--- config.mk ---
export PLATFORM = sky130hd
export DESIGN_NAME = aes_kat_sequencer_flat
export DESIGN_NICKNAME = d
export VERILOG_FILES = /design/src/rtl/aes_kat_pkg.sv /design/src/rtl/aes_kat_if.sv /design/src/rtl/aes_kat_rom.sv /design/src/rtl/aes_kat_sequencer.sv /design/src/flat_wrapper.sv
export SDC_FILE = /design/constraint.sdc
export NUM_CORES = 1
export LEC_CHECK = 0
export ABC_AREA = 1
export BUFFER_PORTS_ARGS = -buffer_cell sky130_fd_sc_hd__buf_4
export CAP_MARGIN = 20
export CELL_PAD_IN_SITES_DETAIL_PLACEMENT = 1
export CELL_PAD_IN_SITES_GLOBAL_PLACEMENT = 1
export CORE_AREA = 2 2 205 207
export CTS_BUF_LIST = sky130_fd_sc_hd__clkbuf_8
export CTS_CLUSTER_SIZE = 16
export DETAILED_ROUTE_END_ITERATION = 10
export DIE_AREA = 0 0 207 209
export GPL_TIMING_DRIVEN = 0
export HOLD_SLACK_MARGIN = 0.02
export PLACE_DENSITY_LB_ADDON = 0.1
export SYNTH_ARGS = -nofsm -noshare
export SYNTH_HDL_FRONTEND = slang
export SYNTH_SLANG_ARGS = --single-unit
--- constraint.sdc ---
create_clock -name clk -period 6.1 [get_ports clk]
set_input_delay 0.915 -clock clk [delete_from_list [all_inputs] [get_ports clk]]
set_output_delay 0.915 -clock clk [all_outputs]
set_load 0.05 [all_outputs]
--- src/rtl/aes_kat_pkg.sv ---
// Shared FIPS-197 Appendix C vectors, encodings and FSM types
// for the AES known-answer-test sequencer.
package aes_kat_pkg;

  localparam logic [127:0] PT =
    128'h00112233445566778899aabbccddeeff;
  localparam logic [127:0] K128 =
    128'h000102030405060708090a0b0c0d0e0f;
  localparam logic [191:0] K192 =
    192'h000102030405060708090a0b0c0d0e0f1011121314151617;
  localparam logic [255:0] K256 =
    256'h000102030405060708090a0b0c0d0e0f101112131415161718191a1b1c1d1e1f;
  localparam logic [127:0] CT128 =
    128'h69c4e0d86a7b0430d8cdb78070b4c55a;
  localparam logic [127:0] CT192 =
    128'hdda97ca4864cdfe06eaf70a0ec0d7191;
  localparam logic [127:0] CT256 =
    128'h8ea2b7ca516745bfea9afc49904b4960;

  localparam logic [1:0] KL_128 = 2'd0;
  localparam logic [1:0] KL_192 = 2'd1;
  localparam logic [1:0] KL_256 = 2'd2;

  localparam logic [2:0] T_E128 = 3'd0;
  localparam logic [2:0] T_D128 = 3'd1;
  localparam logic [2:0] T_E192 = 3'd2;
  localparam logic [2:0] T_D192 = 3'd3;
  localparam logic [2:0] T_E256 = 3'd4;
  localparam logic [2:0] T_D256 = 3'd5;

  typedef enum logic [2:0] {
    S_IDLE,
    S_ISSUE,
    S_WAIT,
    S_CHECK,
    S_NEXT,
    S_DONE
  } state_t;

  typedef struct packed {
    logic         decrypt;
    logic [1:0]   keylen;
    logic [255:0] key;
    logic [127:0] din;
    logic [127:0] expected;
  } vec_t;

endpackage

--- src/rtl/aes_kat_if.sv ---
// Request/response bundle between the KAT sequencer
// and the shared round-iterative AES core.
interface aes_kat_if;

  logic         start;
  logic         decrypt;
  logic [1:0]   keylen;
  logic [255:0] key;
  logic [127:0] din;
  logic [127:0] dout;
  logic         done;

  modport master (
    output start,
    output decrypt,
    output keylen,
    output key,
    output din,
    input  dout,
    input  done
  );

  modport slave (
    input  start,
    input  decrypt,
    input  keylen,
    input  key,
    input  din,
    output dout,
    output done
  );

endinterface

--- src/rtl/aes_kat_rom.sv ---
// Test index to vector lookup; keys are left-justified
// in the 256-bit key field with zeroed LSBs.
module aes_kat_rom
  import aes_kat_pkg::*;
(
  input  logic [2:0] idx,
  output vec_t       vec
);

  always_comb begin
    vec = '0;
    case (idx)
      T_E128: vec = '{1'b0, KL_128, {K128, 128'h0}, PT, CT128};
      T_D128: vec = '{1'b1, KL_128, {K128, 128'h0}, CT128, PT};
      T_E192: vec = '{1'b0, KL_192, {K192, 64'h0}, PT, CT192};
      T_D192: vec = '{1'b1, KL_192, {K192, 64'h0}, CT192, PT};
      T_E256: vec = '{1'b0, KL_256, K256, PT, CT256};
      T_D256: vec = '{1'b1, KL_256, K256, CT256, PT};
      default: vec = '0;
    endcase
  end

endmodule

--- src/rtl/aes_kat_sequencer.sv ---
// Sequenced known-answer test: runs six AES vectors through
// the shared core and drives per-test pass LEDs.
module aes_kat_sequencer
  import aes_kat_pkg::*;
#(
  parameter int TIMEOUT_CYCLES = 64,
  parameter int CNT_W          = 7
) (
  input  logic      clk,
  input  logic      rst_n,
  input  logic      enable,
  aes_kat_if.master core,
  output logic      e128,
  output logic      d128,
  output logic      e192,
  output logic      d192,
  output logic      e256,
  output logic      d256,
  output logic      busy,
  output logic      all_pass
);

  localparam logic [CNT_W-1:0] CNT_LAST =
    CNT_W'(TIMEOUT_CYCLES - 1);

  state_t           state, state_d;
  logic             en_q;
  logic             rise;
  logic [2:0]       idx, idx_d;
  logic [5:0]       res, res_d;
  logic [CNT_W-1:0] cnt, cnt_d;
  logic [127:0]     cap;
  logic [127:0]     exp_q;
  logic             load;
  logic             cap_en;
  logic [2:0]       rom_idx;
  vec_t             vec;
  logic             show;

  assign rise = enable & ~en_q;

  assign busy = (state == S_ISSUE) || (state == S_WAIT) ||
                (state == S_CHECK) || (state == S_NEXT);

  // Vectors are only ever loaded for test 0 or the one after idx
  assign rom_idx = (state == S_NEXT) ? idx + 3'd1 : 3'd0;

  aes_kat_rom u_rom (
    .idx (rom_idx),
    .vec (vec)
  );

  always_ff @(posedge clk or negedge rst_n) begin
    if (!rst_n) begin
      state <= S_IDLE;
      en_q  <= 1'b0;
      idx   <= '0;
      res   <= '0;
      cnt   <= '0;
    end else begin
      state <= state_d;
      en_q  <= enable;
      idx   <= idx_d;
      res   <= res_d;
      cnt   <= cnt_d;
    end
  end

  always_comb begin
    state_d = state;
    idx_d   = idx;
    res_d   = res;
    cnt_d   = cnt;
    load    = 1'b0;
    cap_en  = 1'b0;
    unique case (state)
      S_IDLE, S_DONE: begin
        if (rise) begin
          res_d   = '0;
          idx_d   = '0;
          load    = 1'b1;
          state_d = S_ISSUE;
        end
      end
      S_ISSUE: begin
        cnt_d   = '0;
        state_d = S_WAIT;
      end
      S_WAIT: begin
        if (core.done) begin
          cap_en  = 1'b1;
          state_d = S_CHECK;
        end else if (cnt == CNT_LAST) begin
          res_d[idx] = 1'b0;
          state_d    = S_NEXT;
        end else begin
          cnt_d = cnt + CNT_W'(1);
        end
      end
      S_CHECK: begin
        res_d[idx] = (cap == exp_q);
        state_d    = S_NEXT;
      end
      S_NEXT: begin
        if (idx == T_D256) begin
          state_d = S_DONE;
        end else begin
          idx_d   = idx + 3'd1;
          load    = 1'b1;
          state_d = S_ISSUE;
        end
      end
      default: state_d = S_IDLE;
    endcase
    // Dropping enable mid-run abandons the sequence outright
    if (busy && !enable) begin
      state_d = S_IDLE;
      res_d   = '0;
      load    = 1'b0;
      cap_en  = 1'b0;
    end
  end

  always_ff @(posedge clk or negedge rst_n) begin
    if (!rst_n) begin
      core.decrypt <= 1'b0;
      core.keylen  <= '0;
      core.key     <= '0;
      core.din     <= '0;
      exp_q        <= '0;
    end else if (load) begin
      core.decrypt <= vec.decrypt;
      core.keylen  <= vec.keylen;
      core.key     <= vec.key;
      core.din     <= vec.din;
      exp_q        <= vec.expected;
    end
  end

  always_ff @(posedge clk or negedge rst_n) begin
    if (!rst_n) begin
      cap <= '0;
    end else if (cap_en) begin
      cap <= core.dout;
    end
  end

  assign core.start = (state == S_ISSUE) && enable;

  assign show     = enable && (state == S_DONE);
  assign e128     = res[0] & show;
  assign d128     = res[1] & show;
  assign e192     = res[2] & show;
  assign d192     = res[3] & show;
  assign e256     = res[4] & show;
  assign d256     = res[5] & show;
  assign all_pass = (&res) & show;

endmodule

--- src/flat_wrapper.sv ---
// flat-port wrapper written by rule: the top's interface ports become plain ports
module aes_kat_sequencer_flat import aes_kat_pkg::*;
#(
  parameter int TIMEOUT_CYCLES = 64,
  parameter int CNT_W          = 7
)
  (clk, rst_n, enable, e128, d128, e192, d192, e256, d256, busy, all_pass, core_start, core_decrypt, core_keylen, core_key, core_din, core_dout, core_done);
  aes_kat_if core_i ();
  input  logic clk;
  input  logic rst_n;
  input  logic enable;
  output logic e128;
  output logic d128;
  output logic e192;
  output logic d192;
  output logic e256;
  output logic d256;
  output logic busy;
  output logic all_pass;
  output wire logic [$bits(core_i.start)-1:0] core_start;
  output wire logic [$bits(core_i.decrypt)-1:0] core_decrypt;
  output wire logic [$bits(core_i.keylen)-1:0] core_keylen;
  output wire logic [$bits(core_i.key)-1:0] core_key;
  output wire logic [$bits(core_i.din)-1:0] core_din;
  input wire logic [$bits(core_i.dout)-1:0] core_dout;
  input wire logic [$bits(core_i.done)-1:0] core_done;
  assign core_start = core_i.start;
  assign core_decrypt = core_i.decrypt;
  assign core_keylen = core_i.keylen;
  assign core_key = core_i.key;
  assign core_din = core_i.din;
  assign core_i.dout = core_dout;
  assign core_i.done = core_done;
  aes_kat_sequencer #(.TIMEOUT_CYCLES(TIMEOUT_CYCLES), .CNT_W(CNT_W)) u_core (.clk(clk), .rst_n(rst_n), .enable(enable), .core(core_i), .e128(e128), .d128(d128), .e192(e192), .d192(d192), .e256(e256), .d256(d256), .busy(busy), .all_pass(all_pass));
endmodule
* After elaboration in Yosys (flattened, before gate mapping)
Index checks and enable logic that the tools add are counted.
Word-level totals: register bits 663, input port bits 132, output and inout port bits 396, logic and storage cells 95
Cells by class: $add $sub $neg 2, order comparisons 2, equal/unequal tests 21, mux-type cells 29, bitwise gates (word level) 11, reduce and logical (&&, ||, !) cells 19
Operator list (number):
- 515-bit one-hot mux with 6 select lines | 1
- 128-bit equality test | 1
- 3-bit two-way mux | 8
- 6-bit two-way mux | 4
- 6-bit one-hot mux with 3 select lines | 1
- 3-bit equality test, second input constant | 5
- 3-bit one-hot mux with 5 select lines | 1
- 7-bit two-way mux | 2
- 7-bit one-hot mux with 2 select lines | 1
- 3-bit by 2-bit equality test with 1-bit output, second input constant | 4
- 1-bit bitwise AND | 8
- 7-bit by 1-bit adder with 7-bit output, second input constant | 1
- 7-bit by 6-bit equality test with 1-bit output, second input constant | 1
- 1-bit two-way mux | 7
- 6-bit bitwise AND | 1
- 6-bit bitwise mux | 1
- 3-bit by 1-bit equality test with 1-bit output, second input constant | 2
- 3-bit zero test | 2
- 2-bit != test, second input constant | 3
- 3-bit != test, second input constant | 2
- 6-bit NOT | 1
- 3-bit one-hot mux with 2 select lines | 1
- 3-bit AND reduction | 2
- 6-bit AND reduction | 1
- 17 further kinds | 23

* Logic depth before layout (Yosys ltp)
Gate-level depths: netlist of run 1.
depth in word-level cells 10, gate-level depth with buffers 15, gate-level depth less buffers 14

* By module
From an unflattened synthesis of run 1, not the netlist that was laid out.
Second synthesis, totals: cells, all modules 3778, area total of the unflattened synthesis 31727.9 µm²
Modules (own cells, without submodules):
- aes_kat_sequencer | times used 1, cells each 3243, area each 27870.5 µm², seq. area each 16590.9 µm²
- aes_kat_rom | times used 1, cells each 535, area each 3857.4 µm², seq. area each 0.0 µm²

* Worst setup path before layout of run 1
OpenSTA, ideal clock, no wires.
path type input to output, from in enable, to out all_pass, data arrival time 2.207 ns, required time 5.185 ns, slack 2.978 ns, stages on the path 2, path buffers 0, cells stage by stage nand3_1 nor3_1
On the way: cells in the longest elaborated chain, start to end 2
RTL lines:
- from (decl) | RTL line flat_wrapper.sv:11 | input logic enable;
- 1-bit logical AND | RTL line aes_kat_sequencer.sv:150 | assign show = enable && (state == S_DONE);
- 1-bit bitwise AND | RTL line aes_kat_sequencer.sv:157 | assign all_pass = (&res) & show;
- to (decl) | RTL line flat_wrapper.sv:19 | output logic all_pass;
No other way between the ends.

* Worst setup path in the final report of run 1
from reg u_core.exp_q[109], to reg u_core.res[1]
On the way: cells in the longest elaborated chain, start to end 4
RTL lines:
- from (decl) | RTL line aes_kat_sequencer.sv:33 | logic [127:0] exp_q;
- from (signal assigned) | RTL line aes_kat_sequencer.sv:136 | exp_q <= vec.expected;
- 128-bit equality test | RTL line aes_kat_sequencer.sv:101 | res_d[idx] = (cap == exp_q);
- 6-bit bitwise mux | RTL line aes_kat_sequencer.sv:101
- 6-bit one-hot mux with 3 select lines | RTL line aes_kat_sequencer.sv:76 | unique case (state)
- 6-bit two-way mux | RTL line aes_kat_sequencer.sv:116 | if (busy && !enable) begin
- to (signal assigned) | RTL line aes_kat_sequencer.sv:64 | res <= res_d;
- to (decl) | RTL line aes_kat_sequencer.sv:30 | logic [5:0] res, res_d;
No other way between the ends. A chain may end at the register's enable or synchronous reset.

==> qor.csv, run 1 <==
stage,metric,value,unit
sta,Final TNS setup,0,ns
synth,Cell variety after synth,37,
sta,final hold viol count,0,
clock_tree,root buf cell,clkbuf_8,
route,DR iter-0 viols,579,
clock_tree,CTS H-Tree Depth,4,
clock_tree,Worst-Skew Late Latency,0.49,ns
synth,Post-Syn Area,11900,um2
critical_path,CP dominant cell by count,nand2_1,
sta,RSZ-0062 raised after global routing,false,
route,via count,11100,
critical_path,Reg2Reg Launch Point,u_core.exp_q[109],
route,drt pass-1 iters,5,
clock_tree,"Setup Fix Bufs, Post-CTS",0,
power,Leak,9.23,nW
critical_path,Critical Path End Type,flop,
global_route,gr usage total,21.6,%
sta,crit path time final,3.09,ns
critical_path,worst path cell trace,buf_2 -> inv_1 -> nand2_1 -> nand2_1 -> inv_1 -> nand2_1 -> nor2_1 -> nand2_1 -> nor2_1 -> nand2_1 -> nor2_2 -> nand3_1 -> nand2_1 -> nand2_1 -> nand2_1,
critical_path,crit start category,flop,
sta,f_max,0.323,GHz
run,Max Cap Viol,0,
layout,Area Overhead vs Synth,37.0,%
clock_tree,clock sink count,178,
critical_path,Worst EP required,6.53,ns
global_route,largest net degree at the start of global routing,98,
sta,period utilization,50.7,%
clock_tree,post-CTS sizing,0,
synth,register bit total from synthesis,178,
route,drt drc,0,
worst_hold_path,Hold WC Path Type,primary input to asynchronous set/reset pin,
sta,headroom to the max-slew limit,32.9,%
critical_path,"Slowest-stage cell, CP",dfrtp_1,
die,Die ar.,43300,um2
power,Max VDD drop,0.187,mV
clock_tree,CTS tree,done,
sta,final clock skew,0.0155,ns
synth,"Seq/Total Area, Yosys",37.5,%
critical_path,Worst R2R Path Depth,15,
die,num rows,75,
sta,final setup fails,0,
clock_tree,hold_buf cts,0,
sta,Worst Tran Pin Value,1.01,ns
die,die width,207,um
die,die span in y,209,um
critical_path,terminus of the critical flop-to-flop path,u_core.res[1],
power,Final Power,9.27,mW
global_route,number of antenna violations at the first check in global routing,0,
global_route,vias in the first global route,11400,
clock_tree,Worst-path clk slew,0.11,ns
synth,"Avg Cell Area, Syn",7.41,um2
synth,yosys warns,0,
power,P per Cell Area,569,nW/um2
route,drt wl/cell,17.4,um
global_route,global-route wire length before repair,71500,um
outcome,status,"complete, no violations",
layout,most frequent cells in the layout,"buf_4, nand2_1, conb_1",
placed_design,DP HPWL,37500,um
critical_path,R2R Setup Slk,3.01,ns
die,Initial Util,28.8,%
critical_path,"Data arrival, critical path",3.52,ns
critical_path,critical-path maximum fanout,14,
layout,layout cells sized above 1,37.9,%
layout,"most common cell after layout, fill and taps aside",buf_4,
route,Avg Vias per Cell,4.12,
critical_path,Worst Setup SP,u_core.exp_q[109],
synth,Mapped Cells,1605,
clock_tree,CTS Buffer Depth,2,
route,Routed Antenna Nets,0,
placed_design,routability cong.,0.834,
layout,Nets,2287,
route,drt total wl,47100,um
clock_tree,cts bufs inserted,17,
global_route,gr ovfl total,0,
die,core area,41300,um2
placed_design,# port buffers,346,
critical_path,max incr delay on CP,0.74,ns
sta,Final Slew Violations,0,
die,io pins,528,
critical_path,WS Path Type,flop to flop,
[worst max-delay path by stage]
stage / depth (start not counted) / slack [ns] / endpoint
final: 15 / 3.01 / u_core.res[1]
after CTS: 15 / 2.92 / u_core.res[1]
after global routing: 15 / 2.81 / u_core.res[2]
after detailed placement: 15 / 2.94 / u_core.res[1]
after floorplan: 2 / 2.98 / all_pass
after global placement: 15 / 2.51 / u_core.res[4]
[sequential cells by signal (all words and copies together) (netlist names)]
| name | flops |
|---|---|
| u_core.idx | 3 |
| u_core.state | 3 |
| u_core.cnt | 7 |
| u_core.res | 6 |
| u_core.core.keylen | 1 |
| u_core.core.din | 12 |
| u_core.cap | 128 |
| u_core.core.key | 2 |
| u_core.en_q | 1 |
| u_core.exp_q | 15 |
[worst max-delay path: cells and delay by family (launching register included)]
kind / cells / cell delay [ns]
simple gates: 12 / 1.50
buf+inv: 3 / 0.79
flops: 1 / 0.74
[cell type report]
| class | count | area (um2) |
|---|---|---|
| Multi-Input combinational cell | 1026 | 4460 |
| Buffer | 413 | 3020 |
| Clock inverter | 14 | 138 |
| Sequential cell | 178 | 4450 |
| Inverter | 168 | 634 |
| Fill cell | 5260 | 25000 |
| Tap cell | 539 | 674 |
| Antenna cell | 1 | 2.50 |
| Timing Repair Buffer | 348 | 2660 |
| Clock buffer | 18 | 248 |
[Yosys cell counts (all sizes together)]
| cell type | n | area (um2) |
|---|---|---|
| a21oi | 1 | 5.00 |
| a311oi | 1 | 8.76 |
| buf | 407 | 2990 |
| clkbuf | 6 | 23.8 |
| clkinv | 3 | 12.5 |
| conb | 1 | 3.75 |
| dfrtp | 178 | 4450 |
| ha | 3 | 37.5 |
| inv | 165 | 622 |
| nand2 | 515 | 1960 |
| nand3 | 47 | 245 |
| nand4 | 24 | 165 |
| nor2 | 81 | 362 |
| nor3 | 3 | 15.0 |
| o211ai | 11 | 82.6 |
| o21ai | 134 | 686 |
| o221a | 1 | 11.3 |
| o22ai | 3 | 18.8 |
| o31ai | 1 | 7.51 |
| or2 | 1 | 8.76 |
| xnor2 | 15 | 131 |
| xor2 | 4 | 35.0 |
[power breakdown]
part,switching (mW),internal (mW)
Combinational,4.16,2.10
Clock,0.525,0.318
Sequential,0.482,1.69
Total,5.17,4.11
[stage by stage]
stage	utilization, %	cell area, um2	hold WS, ns	std cells	setup WS (ns)
2_1_floorplan	-	12600	0.443	1785	2.98
3_3_place_gp	38.4	15800	0.459	2670	2.51
3_5_place_dp	38.5	15900	0.464	2672	2.94
4_1_cts	39.4	16300	0.430	2704	2.92
5_1_grt	39.4	16300	0.458	2704	2.81
6_report	39.4	16300	0.425	2705	3.01
[per-layer routing]
layer	GRT usage [%]	vias up	routed length (um)
met1	27.7	5279	20800
met5	0	-	0
met3	3.94	31	2610
met4	4.06	0	563
li1	-	5460	-
met2	38.0	373	23200
[logic make-up (layout without fill, tap and decap cells)]
| family | count (synthesis) | in the layout | share of synthesized area [%] |
|---|---|---|---|
| adders and majority gates | 3 | 3 | 0.316 |
| DFF | 178 | 178 | 37.5 |
| xor gates and xnor gates | 19 | 19 | 1.40 |
| AOI/OAI and AO/OA | 152 | 152 | 6.89 |
| buffers and inverters | 581 | 961 | 30.7 |
| and+or+nand+nor | 671 | 671 | 23.2 |
| other | 1 | 182 | 0.0315 |
(Power assumes the default switching activity.)
==> run 2: changes to the inputs <==
CORE_AREA = 2 2 208 210   (was 2 2 205 207)
DIE_AREA = 0 0 210 212   (was 0 0 207 209)
clock period = 3.1 ns   (was 6.1 ns; I/O delays follow)
==> run 2 against run 1 <==
Against the previous run:
- worst hold slack worse by 0.43 ns
- global-route usage is 0.45 points lower
- largest cell class unchanged
- routed wire length is 0.90% higher
- total power is 99% higher
- count of clock-buffer cells in the layout is 2 higher
- critical path depth stayed put
- largest power group unchanged
- cell count is 0.22% higher
- the flow now finishes with violations (negative hold slack)
- core utilization is 0.99 points lower
- critical endpoint is now u_core.res[4]
==> qor.csv, run 2 (synthesized netlist as in run 1, its figures left out) <==
stage,metric,value,unit,change
outcome,status,"finished, violations left",,
outcome,failing checks,negative hold slack,,
layout,Fillers,5434,,+3.3%
clock_tree,Worst-Skew Late Latency,0.49,ns,about the same
placed_design,DP HPWL,37700,um,+0.59%
die,Die ar.,44500,um2,+2.9%
global_route,number of antenna violations at the first check in global routing,1,,+1
critical_path,"Data arrival, critical path",3.22,ns,-0.30 ns
global_route,gr ovfl total,0,,unchanged
worst_hold_path,Hold WC Path Type,primary input to asynchronous set/reset pin,,
clock_tree,root buf cell,clkbuf_8,,
layout,Area Overhead vs Synth,37.5,%,
placed_design,routability cong.,0.846,,+1.4%
layout,most frequent cells in the layout,"buf_4, nand2_1, conb_1",,
critical_path,WS Path Type,flop to flop,,
clock_tree,CTS tree,done,,
layout,max reg flops,128,,unchanged
clock_tree,CTS Buffer Depth,2,,unchanged
die,Initial Util,28.0,%,-0.82 points
die,die span in y,212,um,+1.4%
placed_design,placed cell count,2679,,+0.26%
critical_path,Critical Path End Type,flop,,
layout,area of the multi-input gates,4460,um2,unchanged
route,drt pass-1 iters,4,,-1
clock_tree,cts bufs inserted,17,,unchanged
route,Routed Antenna Nets,0,,unchanged
die,num rows,76,,+1.3%
global_route,largest net degree at the start of global routing,101,,+3.1%
die,die width,210,um,+1.4%
placed_design,# port buffers,346,,unchanged
critical_path,crit start category,flop,,
global_route,global-route wire length before repair,70400,um,-1.5%
clock_tree,clock sink count,178,,unchanged
layout,Nets,2287,,unchanged
critical_path,Worst EP required,3.54,ns,-2.99 ns
run,Max Cap Viol,0,,unchanged
sta,final hold viol count,2,,+2
power,P per Cell Area,1130,nW/um2,+98%
placed_design,Setup WS pre-CTS,0.180,ns,-2.76 ns
layout,layout cells sized above 1,37.8,%,-0.046 points
sta,Final Slew Violations,0,,unchanged
layout,final cell count without fillers,2711,,+0.22%
layout,Final Cell Area,16300,um2,+0.37%
placed_design,area post-placement,15900,um2,about the same
layout,"most common cell after layout, fill and taps aside",buf_4,,
layout,FF/Latch Area,4460,um2,about the same
route,drt total wl,47500,um,+0.90%
clock_tree,hold_buf cts,0,,unchanged
die,io pins,528,,unchanged
sta,f_max,0.360,GHz,+11%
global_route,vias in the first global route,11300,,-1.6%
critical_path,Worst R2R Path Depth,15,,unchanged
sta,WHS,-0.00331,ns,-0.428 ns
power,Leak,9.26,nW,+0.29%
critical_path,critical-path maximum fanout,9,,-5
route,drt wl/cell,17.5,um,+0.68%
sta,RSZ-0062 raised after global routing,false,,
sta,final clock skew,0.0209,ns,+0.00534 ns
layout,Biggest register,u_core.cap,,
route,DR iter-0 viols,524,,-9.5%
clock_tree,Worst-path clk slew,0.10,ns,about the same
sta,Final WS setup,0.319,ns,-2.69 ns
route,drt drc,0,,unchanged
layout,Top Registers,"u_core.cap x128, u_core.exp_q x15, u_core.core.din x12",,
layout,ANT cells,0,,-1
power,Max VDD drop,0.450,mV,+140%
sta,Final TNS setup,0,ns,unchanged
sta,headroom to the max-slew limit,33.3,%,+0.47 points
die,core area,42500,um2,+2.9%
global_route,gr usage total,21.1,%,-0.45 points
sta,final setup fails,0,,unchanged
clock_tree,CTS H-Tree Depth,4,,unchanged
route,via count,11200,,+0.21%
sta,crit path time final,2.78,ns,-0.311 ns
sta,Worst Tran Pin Value,1.00,ns,-0.00704 ns
sta,period utilization,89.7,%,+39 points
route,Avg Vias per Cell,4.12,,about the same
-- run 2: timing repair --
action,4_1_cts,5_1_grt
buffers inserted,0,0
gates resized for setup,0,1
endpoints found under the setup margin,0,1
-- run 2: area by class of cell --
cell class	count	area share, %
repair buffers	348	16.3
multi-input cells	1026	27.3
plain buffers	413	18.5
well taps	546	4.18
clock inverters	12	0.995
clock buffers	20	1.68
inverters	168	3.88
flip-flops and latches	178	27.3
-- run 2: per-layer routing --
metal / global-route usage, % / vias up / part of all wire (%)
li1: - / 5458 / -
met1: 26.4 / 5308 / 43
met2: 37.6 / 359 / 49
met3: 3.72 / 39 / 5.5
met4: 5.38 / 2 / 1.7
met5: 0 / - / 0.023
-- run 2: worst paths after layout --
kind / startpoint / slack, ns / end
hold / removal: rst_n / -0.003 / u_core.cap[14]
max in group asynchronous: rst_n / 2.17 / u_core.core.din[111]
hold reg to reg: u_core.core.keylen[0] / 0.49 / u_core.core.keylen[0]
setup / recovery: u_core.exp_q[109] / 0.32 / u_core.res[4]
min in group clk: enable / 0.09 / u_core.en_q
setup reg to reg: u_core.exp_q[109] / 0.32 / u_core.res[4]
-- run 2: stage by stage --
step                utilization, %  hold WS (ns)  total power [mW]
floorplan                        -         0.169              13.0
global placement              37.3         0.458              16.5
detailed placement            37.4         0.467              16.7
CTS                           38.5        0.0440              18.6
global route                  38.5        0.0462              19.6
finish                        38.5      -0.00331              18.5
-- run 2: report_power, final --
part | internal, mW | switching (mW)
registers | 3.33 | 0.953
logic | 4.13 | 8.19
clock network | 0.932 | 0.918
total | 8.39 | 10.1
-- run 2: critical path, stage by stage, from the launching register on --
cell and delay, ns:
dfrtp_2 0.51, buf_2 0.32, inv_1 0.33, nand2_1 0.15, nand2_1 0.06, inv_1 0.05, nand2_1 0.05, nor2_1 0.13
nand2_1 0.17, nor2_1 0.20, nand2_1 0.11, nor2_2 0.31, nand3_1 0.14, nand2_1 0.08, nand2_1 0.05, nand2_1 0.06
==> run 3: changes to the inputs <==
PLACE_DENSITY = 0.74   (was unset)
PLACE_DENSITY_LB_ADDON = unset   (was 0.1)
REMOVE_ABC_BUFFERS = 1   (was unset)
==> run 3 against run 2 <==
Against the previous run:
- the flow now finishes without violations
- via count down 13%
- core utilization down 7.0 points
- maximum frequency down 2.7%
- flip-flop and latch count unchanged
- sequential share of layout area up 6.1 points
- count of clock-buffer cells in the layout down 1
- largest cell class is now registers
- highest routed layer is now met4
==> qor.csv, run 3 (synthesized netlist as in run 1, its figures left out) <==
stage,metric,value,unit,change
outcome,status,"complete, no violations",,
clock_tree,CTS H-Tree Depth,4,,unchanged
critical_path,R2R Setup Slk,0.24,ns,-0.08 ns
global_route,met1 Use GR,23.6,%,-2.8 points
critical_path,Worst R2R Path Depth,14,,-1
global_route,vias in the first global route,9382,,-17%
power,P per Cell Area,1210,nW/um2,+7.4%
power,Clk network pwr share,10.4,%,+0.4 points
route,Avg Vias per Cell,4.20,,+2.0%
clock_tree,"Setup Fix Bufs, Post-CTS",0,,unchanged
layout,Area Overhead vs Synth,12.5,%,
sta,crit path time final,2.86,ns,+0.0761 ns
power,switching part of the total,58.6,%,+4.0 points
critical_path,critical path depth,14,,-1
power,Final Power,16.2,mW,-12%
critical_path,crit start category,flop,,
placed_design,routability cong.,0.831,,-1.8%
clock_tree,Worst-path clk slew,0.11,ns,about the same
sta,headroom to the max-slew limit,36.8,%,+3.4 points
sta,period utilization,92.2,%,+2.5 points
critical_path,Worst EP required,3.53,ns,about the same
clock_tree,CTS tree,done,,
sta,final hold viol count,0,,-2
layout,Nets,1879,,-18%
sta,Worst Tran Pin Value,0.949,ns,-0.0515 ns
clock_tree,cts bufs inserted,17,,unchanged
power,sequential share of power,27.9,%,+4.7 points
power,combinational cell fraction of total power,61.7,%,-5.1 points
run,Max Cap Viol,0,,unchanged
critical_path,max incr delay on CP,0.84,ns,+0.33 ns
layout,most frequent cells in the layout,"nand2_1, buf_4, conb_1",,
clock_tree,CTS Buffer Depth,2,,unchanged
power,P_sw,9.50,mW,-5.6%
sta,RSZ-0062 raised after global routing,false,,
die,core area,42500,um2,unchanged
placed_design,DP HPWL,30600,um,-19%
critical_path,WP buf/inv,2,,-1
critical_path,WS Path Type,flop to flop,,
global_route,gr ovfl total,0,,unchanged
die,die width,210,um,unchanged
global_route,gr usage total,17.2,%,-3.9 points
die,die span in y,212,um,unchanged
clock_tree,root buf cell,clkbuf_8,,
die,Die ar.,44500,um2,unchanged
critical_path,worst path cell trace,clkinv_2 -> nand2_1 -> nand2_1 -> inv_1 -> nand2_1 -> nor2_1 -> nand2_1 -> nor2_1 -> nand2_1 -> nor2_2 -> nand3_1 -> nand2_1 -> nand2_1 -> nand2_1,,
global_route,global-route wire length before repair,57300,um,-19%
worst_hold_path,Hold WC Path Type,primary input to flop,,
sta,final setup fails,0,,unchanged
layout,layout cells sized above 1,23.8,%,-14 points
power,Max VDD drop,0.797,mV,+77%
route,Routed Antenna Nets,0,,unchanged
layout,Biggest register,u_core.cap,,
die,num rows,76,,unchanged
layout,"most common cell after layout, fill and taps aside",nand2_1,,
critical_path,CP dominant cell by count,nand2_1,,
layout,max reg flops,128,,unchanged
clock_tree,Worst-Skew Late Latency,0.48,ns,about the same
route,drt drc,0,,unchanged
route,drt total wl,39400,um,-17%
layout,Top Registers,"u_core.cap x128, u_core.exp_q x15, u_core.core.din x12",,
placed_design,# port buffers,346,,unchanged
global_route,GR Layer Usage met3,2.69,%,-1.0 points
die,Initial Util,28.0,%,unchanged
global_route,M2 GR Usage,28.6,%,-9.1 points
global_route,GR peak layer,met2,,
global_route,number of antenna violations at the first check in global routing,1,,unchanged
power,Leak,7.12,nW,-23%
route,drt wl/cell,17.1,um,-2.4%
route,via count,9681,,-13%
sta,WHS,0.0940,ns,+0.0973 ns
worst_hold_path,hold path depth,1,,
critical_path,"Slowest-stage cell, CP",dfrtp_1,,
route,DR iter-0 viols,529,,+0.95%
sta,Final Slew Violations,0,,unchanged
power,Int Power,6.73,mW,-20%
critical_path,"Data arrival, critical path",3.29,ns,+0.07 ns
critical_path,Critical Path End Type,flop,,
sta,f_max,0.350,GHz,-2.7%
sta,final clock skew,0.0222,ns,+0.00136 ns
clock_tree,clock sink count,178,,unchanged
global_route,largest net degree at the start of global routing,116,,+15%
route,drt pass-1 iters,7,,+3
critical_path,Top delay family on crit path,simple AND/OR/NAND/NOR gates,,
die,io pins,528,,unchanged
critical_path,critical-path maximum fanout,11,,+2
-- run 3: cell types whose count changed in the layout (fill, tap and decap cells not counted), moves of 2 or more --
| cell | delta |
|---|---|
| buf_12 | +5 |
| buf_2 | -26 |
| buf_4 | -380 |
| bufinv_16 | -3 |
| clkbuf_1 | -5 |
| clkinv_2 | -2 |
| clkinv_4 | +3 |
| inv_1 | -2 |
| inv_6 | +4 |
| inv_8 | +3 |
-- run 3: stage by stage --
stage               setup slack, ns  utilization, %  setup TNS, ns  std cells  cell area (um2)
floorplan                    -12.86               -        -880.37       1372             9550
global placement              -3.60            30.2        -304.60       2264            12800
detailed placement          -0.0515            30.5         -0.188       2270            13000
CTS                          0.0740            31.5              0       2303            13400
global route                 0.0545            31.5              0       2303            13400
finish                        0.243            31.5              0       2304            13400
-- run 3: power by group through the flow --
stage / clock network, mW / logic (mW) / registers (mW)
final: 1.69 / 10.0 / 4.53
after global routing: 1.83 / 10.7 / 4.70
after CTS: 1.75 / 10.1 / 4.54
after detailed placement: 0 / 10.1 / 4.58
after global placement: 0 / 9.89 / 4.51
after floorplan: 0 / 3.27 / 6.55
-- run 3: layer usage --
metal,vias up,wire [um],part of all wire [%]
met2,316,19000,48
met4,0,539,1.4
met1,4692,17800,45
met5,-,0,0
li1,4648,-,-
met3,25,2080,5.3
-- run 3: final cells by class --
type	instances	area, um2
clock buffers	19	262
diodes	1	2.50
multi-input cells	1026	4460
repair buffers	353	2740
flip-flops and latches	178	4460
clock inverters	13	138
fillers	5338	29100
inverters	168	636
well taps	546	683
-- run 3: final timing paths --
check,from,end
max,u_core.exp_q[105],u_core.res[0]
min in group asynchronous,rst_n,u_core.cap[38]
max reg2reg,u_core.exp_q[105],u_core.res[0]
min reg2reg,u_core.cap[34],u_core.cap[34]
min,enable,u_core.en_q
max in group asynchronous,rst_n,u_core.exp_q[109]
-- run 3: timing repair --
item                                    in CTS  in global routing
resized for setup                            2                  1
endpoints found under the setup margin       6                  6
hold endpoints to repair                    63                  0
hold buffers                                 1                  0
